**src/rtl/wb_stage_pkg.sv**
```systemverilog
// Shared types and constants for the write-back stage: MEM->WB bundle layout,
// forwarding width, TLB op encodings and the TLB sequencer state type.
package wb_stage_pkg;

    localparam int MEM2WB_LEN = 207;
    localparam int WB_RF_LEN  = 38;

    localparam logic [2:0] TLB_OP_NONE = 3'd0;
    localparam logic [2:0] TLB_OP_SRCH = 3'd1;
    localparam logic [2:0] TLB_OP_RD   = 3'd2;
    localparam logic [2:0] TLB_OP_WR   = 3'd3;
    localparam logic [2:0] TLB_OP_FILL = 3'd4;
    localparam logic [2:0] TLB_OP_INV  = 3'd5;

    // Field order matches the MEM stage packing, first field is the MSB.
    typedef struct packed {
        logic        rf_we;
        logic [4:0]  rf_waddr;
        logic [31:0] rf_wdata;
        logic [31:0] pc;
        logic        csr_read;
        logic        csr_we;
        logic [13:0] csr_num;
        logic [31:0] csr_wmask;
        logic [31:0] csr_wvalue;
        logic [31:0] vaddr;
        logic        ex;
        logic [5:0]  ecode;
        logic [8:0]  esubcode;
        logic        ertn;
        logic [2:0]  tlb_op;
        logic [4:0]  invtlb_op;
    } mem2wb_t;

    typedef enum logic [1:0] {
        TLB_IDLE = 2'd0,
        TLB_REQ  = 2'd1,
        TLB_DONE = 2'd2
    } tlb_state_e;

    // Codes 6 and 7 are reserved and behave like "no TLB op".
    function automatic logic tlb_op_defined(input logic [2:0] op);
        return (op >= TLB_OP_SRCH) && (op <= TLB_OP_INV);
    endfunction

endpackage

```
**src/rtl/wb_stage_tlb_ctrl.sv**
```systemverilog
// TLB instruction sequencer for WB: IDLE -> REQ (wait for done) -> DONE (retire).
// Produces the stage's ready_go and the request towards the TLB/CSR unit.
module wb_stage_tlb_ctrl
    import wb_stage_pkg::*;
#(
    parameter int TLB_OP_W    = 3,
    parameter int INVTLB_OP_W = 5
) (
    input  logic                   clk,
    input  logic                   resetn,
    input  logic                   wb_valid,
    input  logic                   ex,
    input  logic [TLB_OP_W-1:0]    op,
    input  logic [INVTLB_OP_W-1:0] inv_op,
    input  logic                   tlb_op_done,
    output logic                   ready_go,
    output logic                   tlb_op_valid,
    output logic [TLB_OP_W-1:0]    tlb_op,
    output logic [INVTLB_OP_W-1:0] invtlb_op,
    output logic [1:0]             state_dbg
);

    tlb_state_e state;
    tlb_state_e state_nxt;
    logic       op_live;

    // An excepting instruction never talks to the TLB.
    assign op_live = tlb_op_defined(op) & ~ex;

    always_ff @(posedge clk) begin
        if (!resetn) begin
            state <= TLB_IDLE;
        end else begin
            state <= state_nxt;
        end
    end

    always_comb begin
        state_nxt    = state;
        ready_go     = ~op_live;
        tlb_op_valid = 1'b0;
        case (state)
            TLB_IDLE: begin
                if (wb_valid & op_live) begin
                    state_nxt = TLB_REQ;
                end
            end
            TLB_REQ: begin
                tlb_op_valid = 1'b1;
                if (tlb_op_done) begin
                    state_nxt = TLB_DONE;
                end
            end
            TLB_DONE: begin
                ready_go  = 1'b1;
                state_nxt = TLB_IDLE;
            end
            default: begin
                state_nxt = TLB_IDLE;
            end
        endcase
    end

    // The bundle cannot change while a request is open, so these stay stable in REQ.
    assign tlb_op    = tlb_op_defined(op) ? op : TLB_OP_NONE;
    assign invtlb_op = inv_op;
    assign state_dbg = state;

endmodule

```
**src/rtl/wb_stage.sv**
```systemverilog
// Write-back stage: commits GPR/CSR writes, raises exception/ERTN flush, drives trace.
// Define WB_TLB_EN to sequence TLB instructions through wb_stage_tlb_ctrl.
module wb_stage
    import wb_stage_pkg::*;
#(
    parameter int TLB_OP_W    = 3,
    parameter int INVTLB_OP_W = 5
) (
    input  logic                   clk,
    input  logic                   resetn,
    output logic                   wb_allowin,
    input  logic                   mem_to_wb_valid,
    input  logic [MEM2WB_LEN-1:0]  mem_to_wb_zip,
    output logic                   rf_we,
    output logic [4:0]             rf_waddr,
    output logic [31:0]            rf_wdata,
    output logic [WB_RF_LEN-1:0]   wb_rf_zip,
    output logic [13:0]            csr_num,
    input  logic [31:0]            csr_rvalue,
    output logic                   csr_we,
    output logic [31:0]            csr_wmask,
    output logic [31:0]            csr_wvalue,
    output logic                   wb_ex,
    output logic [5:0]             wb_ecode,
    output logic [8:0]             wb_esubcode,
    output logic [31:0]            wb_pc,
    output logic [31:0]            wb_vaddr,
    output logic                   ertn_flush,
    output logic                   flush,
    output logic                   tlb_op_valid,
    output logic [TLB_OP_W-1:0]    tlb_op,
    output logic [INVTLB_OP_W-1:0] invtlb_op,
    input  logic                   tlb_op_done,
    output logic [31:0]            debug_wb_pc,
    output logic [3:0]             debug_wb_rf_we,
    output logic [4:0]             debug_wb_rf_wnum,
    output logic [31:0]            debug_wb_rf_wdata
);

    mem2wb_t     bus;
    logic        wb_valid;
    logic        wb_ready_go;
    logic        commit;
    logic [31:0] final_wdata;

    assign wb_allowin = ~wb_valid | wb_ready_go;

    // A bundle presented while this stage flushes is dropped, not kept.
    always_ff @(posedge clk) begin
        if (!resetn) begin
            wb_valid <= 1'b0;
        end else if (wb_allowin) begin
            wb_valid <= mem_to_wb_valid & ~flush;
        end
    end

    always_ff @(posedge clk) begin
        if (!resetn) begin
            bus <= '0;
        end else if (mem_to_wb_valid & wb_allowin) begin
            bus <= mem_to_wb_zip;
        end
    end

    assign wb_ex      = wb_valid & bus.ex;
    assign ertn_flush = wb_valid & bus.ertn & ~bus.ex;
    assign flush      = wb_ex | ertn_flush;

    assign wb_ecode    = bus.ecode;
    assign wb_esubcode = bus.esubcode;
    assign wb_pc       = bus.pc;
    assign wb_vaddr    = bus.vaddr;

    assign commit      = wb_valid & wb_ready_go & ~bus.ex;
    assign final_wdata = bus.csr_read ? csr_rvalue : bus.rf_wdata;

    assign rf_we    = commit & bus.rf_we;
    assign rf_waddr = bus.rf_waddr;
    assign rf_wdata = final_wdata;

    assign wb_rf_zip = {wb_valid & bus.rf_we, bus.rf_waddr, final_wdata};

    assign csr_num    = bus.csr_num;
    assign csr_we     = commit & bus.csr_we;
    assign csr_wmask  = bus.csr_wmask;
    assign csr_wvalue = bus.csr_wvalue;

    assign debug_wb_pc       = bus.pc;
    assign debug_wb_rf_we    = {4{rf_we}};
    assign debug_wb_rf_wnum  = bus.rf_waddr;
    assign debug_wb_rf_wdata = final_wdata;

`ifdef WB_TLB_EN
    logic [1:0] tlb_state_unused;

    wb_stage_tlb_ctrl #(
        .TLB_OP_W    (TLB_OP_W),
        .INVTLB_OP_W (INVTLB_OP_W)
    ) u_tlb_ctrl (
        .clk          (clk),
        .resetn       (resetn),
        .wb_valid     (wb_valid),
        .ex           (bus.ex),
        .op           (bus.tlb_op),
        .inv_op       (bus.invtlb_op),
        .tlb_op_done  (tlb_op_done),
        .ready_go     (wb_ready_go),
        .tlb_op_valid (tlb_op_valid),
        .tlb_op       (tlb_op),
        .invtlb_op    (invtlb_op),
        .state_dbg    (tlb_state_unused)
    );
`else
    // Without the sequencer, TLB instructions retire as plain single-cycle ops.
    logic unused_tlb;

    assign wb_ready_go  = 1'b1;
    assign tlb_op_valid = 1'b0;
    assign tlb_op       = '0;
    assign invtlb_op    = '0;
    assign unused_tlb   = ^{tlb_op_done, bus.tlb_op, bus.invtlb_op};
`endif

endmodule

```
**config.mk**
```make
export PLATFORM = sky130hd
export DESIGN_NAME = wb_stage
export DESIGN_NICKNAME = d
export VERILOG_FILES = /design/src/rtl/wb_stage_pkg.sv /design/src/rtl/wb_stage_tlb_ctrl.sv /design/src/rtl/wb_stage.sv
export SDC_FILE = /design/constraint.sdc
export NUM_CORES = 1
export LEC_CHECK = 0
export CORE_AREA = 2 2 217 219
export DETAILED_ROUTE_END_ITERATION = 16
export DIE_AREA = 0 0 219 221
export PLACE_DENSITY = 0.56
export SLEW_MARGIN = 20
export SYNTH_ARGS = -nofsm -noshare
export SYNTH_HDL_FRONTEND = slang
export SYNTH_SLANG_ARGS = --single-unit
```
**constraint.sdc**
```tcl
create_clock -name clk -period 1.29 [get_ports clk]
set_input_delay 0.1935 -clock clk [delete_from_list [all_inputs] [get_ports clk]]
set_output_delay 0.1935 -clock clk [all_outputs]
set_load 0.02 [all_outputs]
```
==> run metrics, run 1 <==
Die Y=221 µm; Cell variety after synth=15; DR pass1 iterations=4; yosys warns=0; area delta synth->final=40.61%; Min-Delay Path Class=in -> reg; Seq/Total Area, Yosys=about two fifths; area of the multi-input gates=approximately 3800 µm²; Yosys reg bits=200; RSZ-0062 raised after global routing=true; post-synthesis cell count=971; Post-Synth XOR/XNOR Area=0%; startpoint types=register; ant diodes=0; Hold Vio Cnt, Final=0; DRC violations left=0; Synth area leader=dfxtp_1; GPL Wtd Cong=between 0.7 and 0.8; Worst EP required=approximately 1100 ps; Crit Path Max Fanout=6; CTS Sinks=200; DPL Wire Length=21.71 mm; FMAX=roughly 520 MHz; cell row count=79; share of cells above drive strength 1=a little over a third; Post-CTS Hold Buffers=0; Net count, final=approximately 1500; Initial Utilization=between 20% and 30%; number of vias per cell=between 3 and 4; synthesized-area fraction occupied by adder cells=0%; die area=48400 µm²; main combinational cell family by area after synthesis=buffers and inverters; Worst Setup End Kind=output port; vias in the first global route=a little under 7000; Max Cap Violations=0; fin worst setup slack=-627.7 ps; Clk Latency, worst-skew pair=480 ps; Compound-Gate Fraction of Synth Area=less than 1%; violated checks=negative setup slack; synthesized area per cell=roughly 11 µm²; number of I/O port buffers=543; top-area cell type share of the netlist area=roughly two fifths; CTS tree=done; Vias=between 6000 and 7000; Util after Layout=around 31%; area of placed instances=~15000 µm²; die width=around 220 µm; WS Path Type=reg -> out; Final min period=between 1500 and 2000 ps; Final ANT Viol Nets=0; Tot GR Track Use=approximately 11%; 1st-iter DRT viols=170; remaining global-route overflow=0; register area=a little over 4000 µm²; Setup WS pre-CTS=-414.8 ps; Final setup viols=approximately 110; total power draw=between 15 and 20 mW; deepest clock path buffer count=2; CTS buffer count=17; clk_skew=0.06745 ps; pwr/cell area=~1200 nW/µm²; Layout fillers=4859; Tcrit/Tclk final=148.7%; initial antenna violation count=0; Area contributors post-synth=dfxtp_1 (39%), buf_4 (21%), mux2i_1 (19%); CTS H-Tree Depth=4; core area=between 40000 and 50000 µm²; status=finished with violations; Leak=6.717 nW; drt total wl=roughly 29 mm; VDD IR max=around 0.85 mV; Final Slew Violations=0; root buf cell=clkbuf_16; io pins=roughly 560; crit path DAT=approximately 1700 ps; largest net degree at the start of global routing=47; post-layout instance area=about 14000 µm²; clk slew on worst S/H paths=roughly 80 ps; Synth Cell Area=10230 µm²; first-pass GRT wire length=41.92 mm; mux contribution to synthesized area=approximately 23%; routed len/inst=roughly 15 µm; simple-gate share of the synthesized area=12.61%
worst paths after layout:
| kind | endpoint | start | cells after the start | slack [ps] |
|---|---|---|---|---|
| setup / recovery | wb_rf_zip[29] | bus[136] | 5 | -630 |
| hold / removal | csr_wvalue[28] | resetn | 2 | 170 |
| setup reg to reg | wb_valid | bus[24] | 5 | 280 |
| hold reg to reg | csr_wvalue[19] | csr_wvalue[19] | 2 | 510 |
final cells by class:
cell class / count / share of cell area (%)
tap: 607 / 5.279
clock inverter: 13 / 1.418
clock buffer: 19 / 3.148
multi-input combinational: 449 / 26.60
sequential: 200 / 28.03
timing repair buffer: 601 / 35.52
power breakdown:
| group | switching [mW] | internal, mW |
|---|---|---|
| registers | 0.224 | 6.55 |
| logic | 1.84 | 2.05 |
| clock network | 2.65 | 3.41 |
| total | 4.71 | 12.0 |
routing by layer:
| metal | vias to the layer above | part of all wire [%] | GRT usage [%] |
|---|---|---|---|
| li1 | 3439 | - | - |
| met1 | 3199 | 40 | 12.73 |
| met2 | 261 | 51 | 19.81 |
| met3 | 20 | 8.0 | 4.467 |
| met4 | 0 | 1.5 | 3.901 |
| met5 | - | 0 | 0 |
logic make-up (layout without fill, tap and decap cells):
kind of cell    count (synthesis)  after routing
simple gates                  207            207
compound gates                  1              1
buf+inv                       330            633
mux                           231            231
flops                         200            200
other cells                     2             10
synthesized netlist by cell type:
master / instances
and2_1: 5
buf_4: 282
o21a_1: 1
conb_1: 2
nor2_1: 1
buf_8: 20
nand2_1: 1
nor2b_1: 200
mux2_2: 32
buf_12: 2
mux2i_1: 199
clkbuf_8: 1
clkbuf_1: 21
dfxtp_1: 200
buf_2: 4
through the flow:
stage	hold WS (ps)	instances	TNS (ps)
5_1_grt	149.4	1889	-59470
6_report	170.3	1889	-50720
3_3_place_gp	494.3	1844	-36040
2_1_floorplan	362.6	979	0
3_5_place_dp	500.2	1844	-37020
4_1_cts	123.4	1880	-59710
cell usage in the layout, fill, tap and decap left out:
master,instances
clkinv_4,1
clkinvlp_4,1
dfxtp_4,1
buf_8,2
clkinv_2,1
nand2_1,1
clkbuf_8,2
mux2_4,32
clkdlybuf4s50_1,231
nor2b_4,1
buf_2,194
buf_12,15
nor2_1,1
o21a_1,1
inv_6,2
clkbuf_2,2
dfxtp_2,20
mux2i_1,199
buf_4,82
clkbuf_16,18
nor2b_1,199
clkbuf_4,1
buf_6,72
dfxtp_1,179
bufinv_16,4
inv_8,4
and2_4,5
conb_1,10
buf_16,1
worst max-delay path: stages (launching register included):
cell and delay (ps):
dfxtp_4 390, buf_12 140, buf_12 130, buf_6 120, mux2_4 320, buf_6 140
state kept, by name, summed over array words and instances, names as in the netlist:
register	cells
bus	37
csr_wmask	32
csr_wvalue	32
debug_wb_pc	32
wb_vaddr	32
csr_num	14
wb_esubcode	9
wb_ecode	6
debug_wb_rf_wnum	5
wb_valid	1
timing repair:
action | CTS | global route
cloned | 1 | 1
endpoints found under the setup margin | 310 | 127
resized for setup | 1271 | 194
pin swaps | 3 | 2
setup buffers | 3 | 9
Power figures use the tool's default switching activity.
==> run 2, diff against run 1 <==
--- a/config.mk
+++ b/config.mk
@@ -9,6 +9,7 @@
 export DETAILED_ROUTE_END_ITERATION = 16
 export DIE_AREA = 0 0 219 221
 export PLACE_DENSITY = 0.56
+export SKIP_LAST_GASP = 1
 export SLEW_MARGIN = 20
 export SYNTH_ARGS = -nofsm -noshare
 export SYNTH_HDL_FRONTEND = slang
==> run metrics, run 2 (synthesis gave the netlist of run 1 again) <==
max reg flops=37; dpl cells=roughly 1800; startpoint types=register; CP delay by family, top=buffers and inverters; commonest non-fill, non-tap cells in the layout=clkdlybuf4s50_1 (231), mux2i_1 (199), nor2b_1 (199); Worst EP required=1100 ps; Clk Latency, worst-skew pair=roughly 480 ps; FMAX=524.6 MHz; Hold Vio Cnt, Final=0; Net count, final=between 1500 and 2000; deepest clock path buffer count=2; Leak=about 6.7 nW; CTS tree=done; Power Internal=between 10 and 15 mW; setup TNS=-52170 ps; GPL Wtd Cong=about 0.76; cell row count=just under 80; status=finished with violations; clk_skew=~0.067 ps; first-pass GRT wire length=41.78 mm; Final Slew Violations=0; Min-Delay Path Class=in -> reg; die width=219 µm; Tot GR Track Use=roughly 11%; Max Cap Violations=0; Die Y=221 µm; Gate power share=a little under a quarter; DRC violations left=0; ant diodes=0; max incr delay on CP=approximately 380 ps; Seq pwr share=about two fifths; share of cells above drive strength 1=36.23%; number of I/O port buffers=between 500 and 600; Util after Layout=30.99%; clk slew on worst S/H paths=about 80 ps; DR pass1 iterations=4; violated checks=negative setup slack; remaining global-route overflow=0; root buf cell=clkbuf_16; Crit Path Max Fanout=5; DPL Wire Length=between 20 and 25 mm; crit path DAT=~1700 ps; area of placed instances=about 15000 µm²; largest register by flop count=bus; post-layout instance area=~14000 µm²; initial antenna violation count=0; Post-Layout Cell Count=approximately 1900; Worst Setup End Kind=output port; VDD IR max=around 0.85 mV; number of vias per cell=~3.7; fin worst setup slack=-616.3 ps; area delta synth->final=39.54%; Initial Utilization=roughly 22%; Cell Chain, Critical Path=buf_12 -> buf_16 -> buf_4 -> mux2_4 -> clkbuf_2; Final setup viols=between 100 and 150; Vias=approximately 6900; routed len/inst=15.03 µm; die area=about 48000 µm²; CP max-delay cell=dfxtp_4; CTS H-Tree Depth=4; 1st-iter DRT viols=~160; switching power=between 4 and 5 mW; switch share=between 20% and 30%; io pins=563; most common cell after layout, fill and taps aside=clkdlybuf4s50_1; largest net degree at the start of global routing=between 40 and 50; CTS Sinks=200; RSZ-0062 raised after global routing=true; WS Path Type=reg -> out; Final ANT Viol Nets=0; WP buf/inv=4; CTS buffer count=17; Tcrit/Tclk final=147.8%; vias in the first global route=6829; Final min period=about 1900 ps; core area=approximately 46000 µm²; clock group share of total power=around 37%; drt total wl=around 28 mm; pwr/cell area=1163 nW/µm²
-- run 2: changes by cell type in the layout (fill, tap and decap cells not counted), moves of 2 or more --
cell | before | now
clkbuf_2 | 2 | 49
buf_4 | 82 | 95
clkdlybuf4s15_2 | 0 | 22
buf_2 | 194 | 168
mux2_4 | 32 | 30
mux2_2 | 0 | 2
buf_6 | 72 | 24
-- run 2: per-layer routing --
| metal | up-vias | wire length, µm | global-route usage [%] |
|---|---|---|---|
| li1 | 3453 | - | - |
| met1 | 3191 | 11370 | 12.68 |
| met2 | 261 | 14400 | 19.80 |
| met3 | 20 | 2294 | 4.426 |
| met4 | 0 | 422 | 3.901 |
| met5 | - | 0 | 0 |
-- run 2: path summary, 6_finish.rpt --
kind / start / end / slack [ps] / cells past startpoint
max: bus[136] / rf_wdata[9] / -620 / 5
max reg2reg: bus[24] / wb_valid / 280 / 5
min reg2reg: csr_wvalue[19] / csr_wvalue[19] / 510 / 2
min: resetn / csr_wvalue[28] / 170 / 2
-- run 2: repair_timing --
item | in CTS | in global routing
pin swaps | 3 | 2
setup buffers | 3 | 16
endpoints found under the setup margin | 310 | 127
hold buffers | 0 | 0
gates cloned | 1 | 1
resized for setup | 1129 | 167
-- run 2: per-stage QoR --
stage / hold slack, ps / setup slack [ps] / power [mW]
6_report: 170.2 / -616.3 / 16.60
5_1_grt: 149.4 / -702.4 / 17.42
4_1_cts: 123.4 / -723.0 / 16.94
3_5_place_dp: 500.2 / -414.8 / 11.11
3_3_place_gp: 494.3 / -395.7 / 11.08
2_1_floorplan: 362.6 / 6.237 / 9.616
-- run 2: final cells by class --
| class | count | area [µm²] |
|---|---|---|
| clock buffer | 19 | 452.9 |
| tap | 607 | 759.5 |
| fill | 4876 | 31790 |
| clock inverter | 13 | 203.9 |
| sequential | 200 | 4033 |
| multi-input combinational | 449 | 3820 |
| timing repair buffer | 608 | 5007 |
-- run 2: worst reg2reg max path: stages (launching register included) --
cell and delay [ps]:
dfxtp_2 330, buf_6 110, o21a_1 180, buf_4 130, buf_4 110, nor2_1 80
-- run 2: power groups by stage --
| stage | registers [mW] | clock network, mW | logic (mW) |
|---|---|---|---|
| after global placement | 6.91 | 0 | 4.17 |
| after detailed placement | 6.91 | 0 | 4.20 |
| after floorplan | 6.84 | 0 | 2.78 |
| final | 6.77 | 6.06 | 3.78 |
| after CTS | 6.77 | 6.39 | 3.78 |
| after global routing | 6.82 | 6.59 | 4.01 |
==> run 3, diff against run 2 <==
--- a/config.mk
+++ b/config.mk
@@ -5,10 +5,12 @@
 export SDC_FILE = /design/constraint.sdc
 export NUM_CORES = 1
 export LEC_CHECK = 0
+export CAP_MARGIN = 0
 export CORE_AREA = 2 2 217 219
 export DETAILED_ROUTE_END_ITERATION = 16
 export DIE_AREA = 0 0 219 221
 export PLACE_DENSITY = 0.56
+export RECOVER_POWER = 50
 export SKIP_LAST_GASP = 1
 export SLEW_MARGIN = 20
 export SYNTH_ARGS = -nofsm -noshare
==> run metrics, run 3 (synthesis gave the netlist of run 1 again) <==
fin worst setup slack=-616.8 ps; die width=roughly 220 µm; Vias=approximately 6900; Max Cap Violations=0; hold_sp=mem_to_wb_valid; die area=48400 µm²; clk slew on worst S/H paths=around 80 ps; Tot GR Track Use=between 10% and 20%; CTS buffer count=17; Layout fillers=~4900; largest register by flop count=bus; Hold Vio Cnt, Final=0; Final Slew Violations=0; number of I/O port buffers=between 500 and 600; CTS Sinks=200; GPL Wtd Cong=about 0.76; area of the multi-input gates=roughly 3800 µm²; CP startpoint=bus[136]; clk_skew=between 0.06 and 0.07 ps; WS Path Type=reg -> out; Post-CTS Hold Buffers=0; violated checks=negative setup slack; Worst-Margin Slew=667.8 ps; status=finished with violations; Tcrit/Tclk final=147.8%; CTS tree=done; vias in the first global route=6829; Crit Path Max Fanout=5; drt total wl=~29 mm; DRC violations left=0; Net count, final=roughly 1500; share of cells above drive strength 1=a little over a third; area delta synth->final=39.00%; startpoint types=register; Slew Limit Headroom=a little under three fifths; pwr/cell area=roughly 1200 nW/µm²; setup TNS=-52160 ps; remaining global-route overflow=0; Die Y=221 µm; most common cell after layout, fill and taps aside=clkdlybuf4s50_1; number of vias per cell=3.660; 1st-iter DRT viols=~150; Clk Latency, worst-skew pair=~480 ps; Final ANT Viol Nets=0; Final min period=roughly 1900 ps; deepest clock path buffer count=2; largest net degree at the start of global routing=47; initial antenna violation count=0; VDD IR max=roughly 0.85 mV; first-pass GRT wire length=roughly 42 mm; cell row count=79; DR pass1 iterations=4; RSZ-0062 raised after global routing=true; ant diodes=0; routed len/inst=between 15 and 20 µm; FMAX=524.4 MHz; crit path DAT=approximately 1700 ps; core area=approximately 46000 µm²; Initial Utilization=approximately 22%; Final setup viols=around 110; io pins=between 500 and 600; FF-to-FF Start=bus[24]; root buf cell=clkbuf_16; max reg flops=37; Util after Layout=between 30% and 40%; commonest non-fill, non-tap cells in the layout=clkdlybuf4s50_1 (231), mux2i_1 (199), nor2b_1 (199); DPL Wire Length=21.71 mm; Min-Delay Path Class=in -> reg; Worst EP required=around 1100 ps; CTS H-Tree Depth=4; Leak=~6.6 nW; Worst Setup End Kind=output port; register area=approximately 4000 µm²
-- run 3: changes by cell type in the layout (fill, tap and decap cells not counted), sizes merged --
cell	delta
buf	-10
clkbuf	+10
-- run 3: final cells by class --
class	count	share of cell area (%)
Timing Repair Buffer	608	34.85
Sequential cell	200	28.33
Multi-Input combinational cell	449	26.86
Tap cell	607	5.341
Clock buffer	19	3.185
Clock inverter	13	1.434
-- run 3: repair_timing --
action	in CTS	in global routing
hold endpoints to repair	0	0
pin swaps	3	2
buffers inserted	3	16
endpoints found under the setup margin	310	127
resized for setup	1129	167
gates cloned	1	1
-- run 3: routing by layer --
metal / part of all wire, % / wire (µm) / global-route usage (%) / up-vias
met5: 0 / 0 / 0 / -
met4: 1.5 / 422 / 3.901 / 0
met3: 8.1 / 2306 / 4.426 / 20
met2: 51 / 14530 / 19.80 / 261
met1: 40 / 11270 / 12.68 / 3205
li1: - / - / - / 3453
-- run 3: critical path: stages, from the launching register on --
cell and delay (ps):
dfxtp_4 380, buf_12 140, buf_16 130, buf_4 140, mux2_4 300, clkbuf_2 160
-- run 3: metrics by stage --
step / power (mW) / setup WS [ps] / instance area [µm²] / std cells / hold WS, ps
after floorplan: 9.616 / 6.237 / 10410 / 979 / 362.6
after global placement: 11.08 / -395.7 / 14510 / 1844 / 494.3
after detailed placement: 11.11 / -414.8 / 14510 / 1844 / 500.2
after CTS: 16.94 / -723.0 / 14290 / 1880 / 123.4
after global routing: 17.40 / -702.4 / 14220 / 1896 / 206.0
final: 16.58 / -616.8 / 14220 / 1896 / 223.0
-- run 3: worst paths after layout --
| kind | endpoint | slack (ps) | cells past startpoint |
|---|---|---|---|
| worst max-delay path | rf_wdata[9] | -620 | 5 |
| worst min register to register | csr_wvalue[19] | 510 | 2 |
| worst min-delay path | csr_wmask[15] | 220 | 4 |
| worst max register to register | wb_valid | 280 | 5 |
-- run 3: power by group --
part	switching, mW	internal [mW]	total [mW]	leakage, nW
registers	0.222	6.55	6.77	1.66
clock network	2.65	3.41	6.06	0.322
logic	1.82	1.94	3.75	4.64
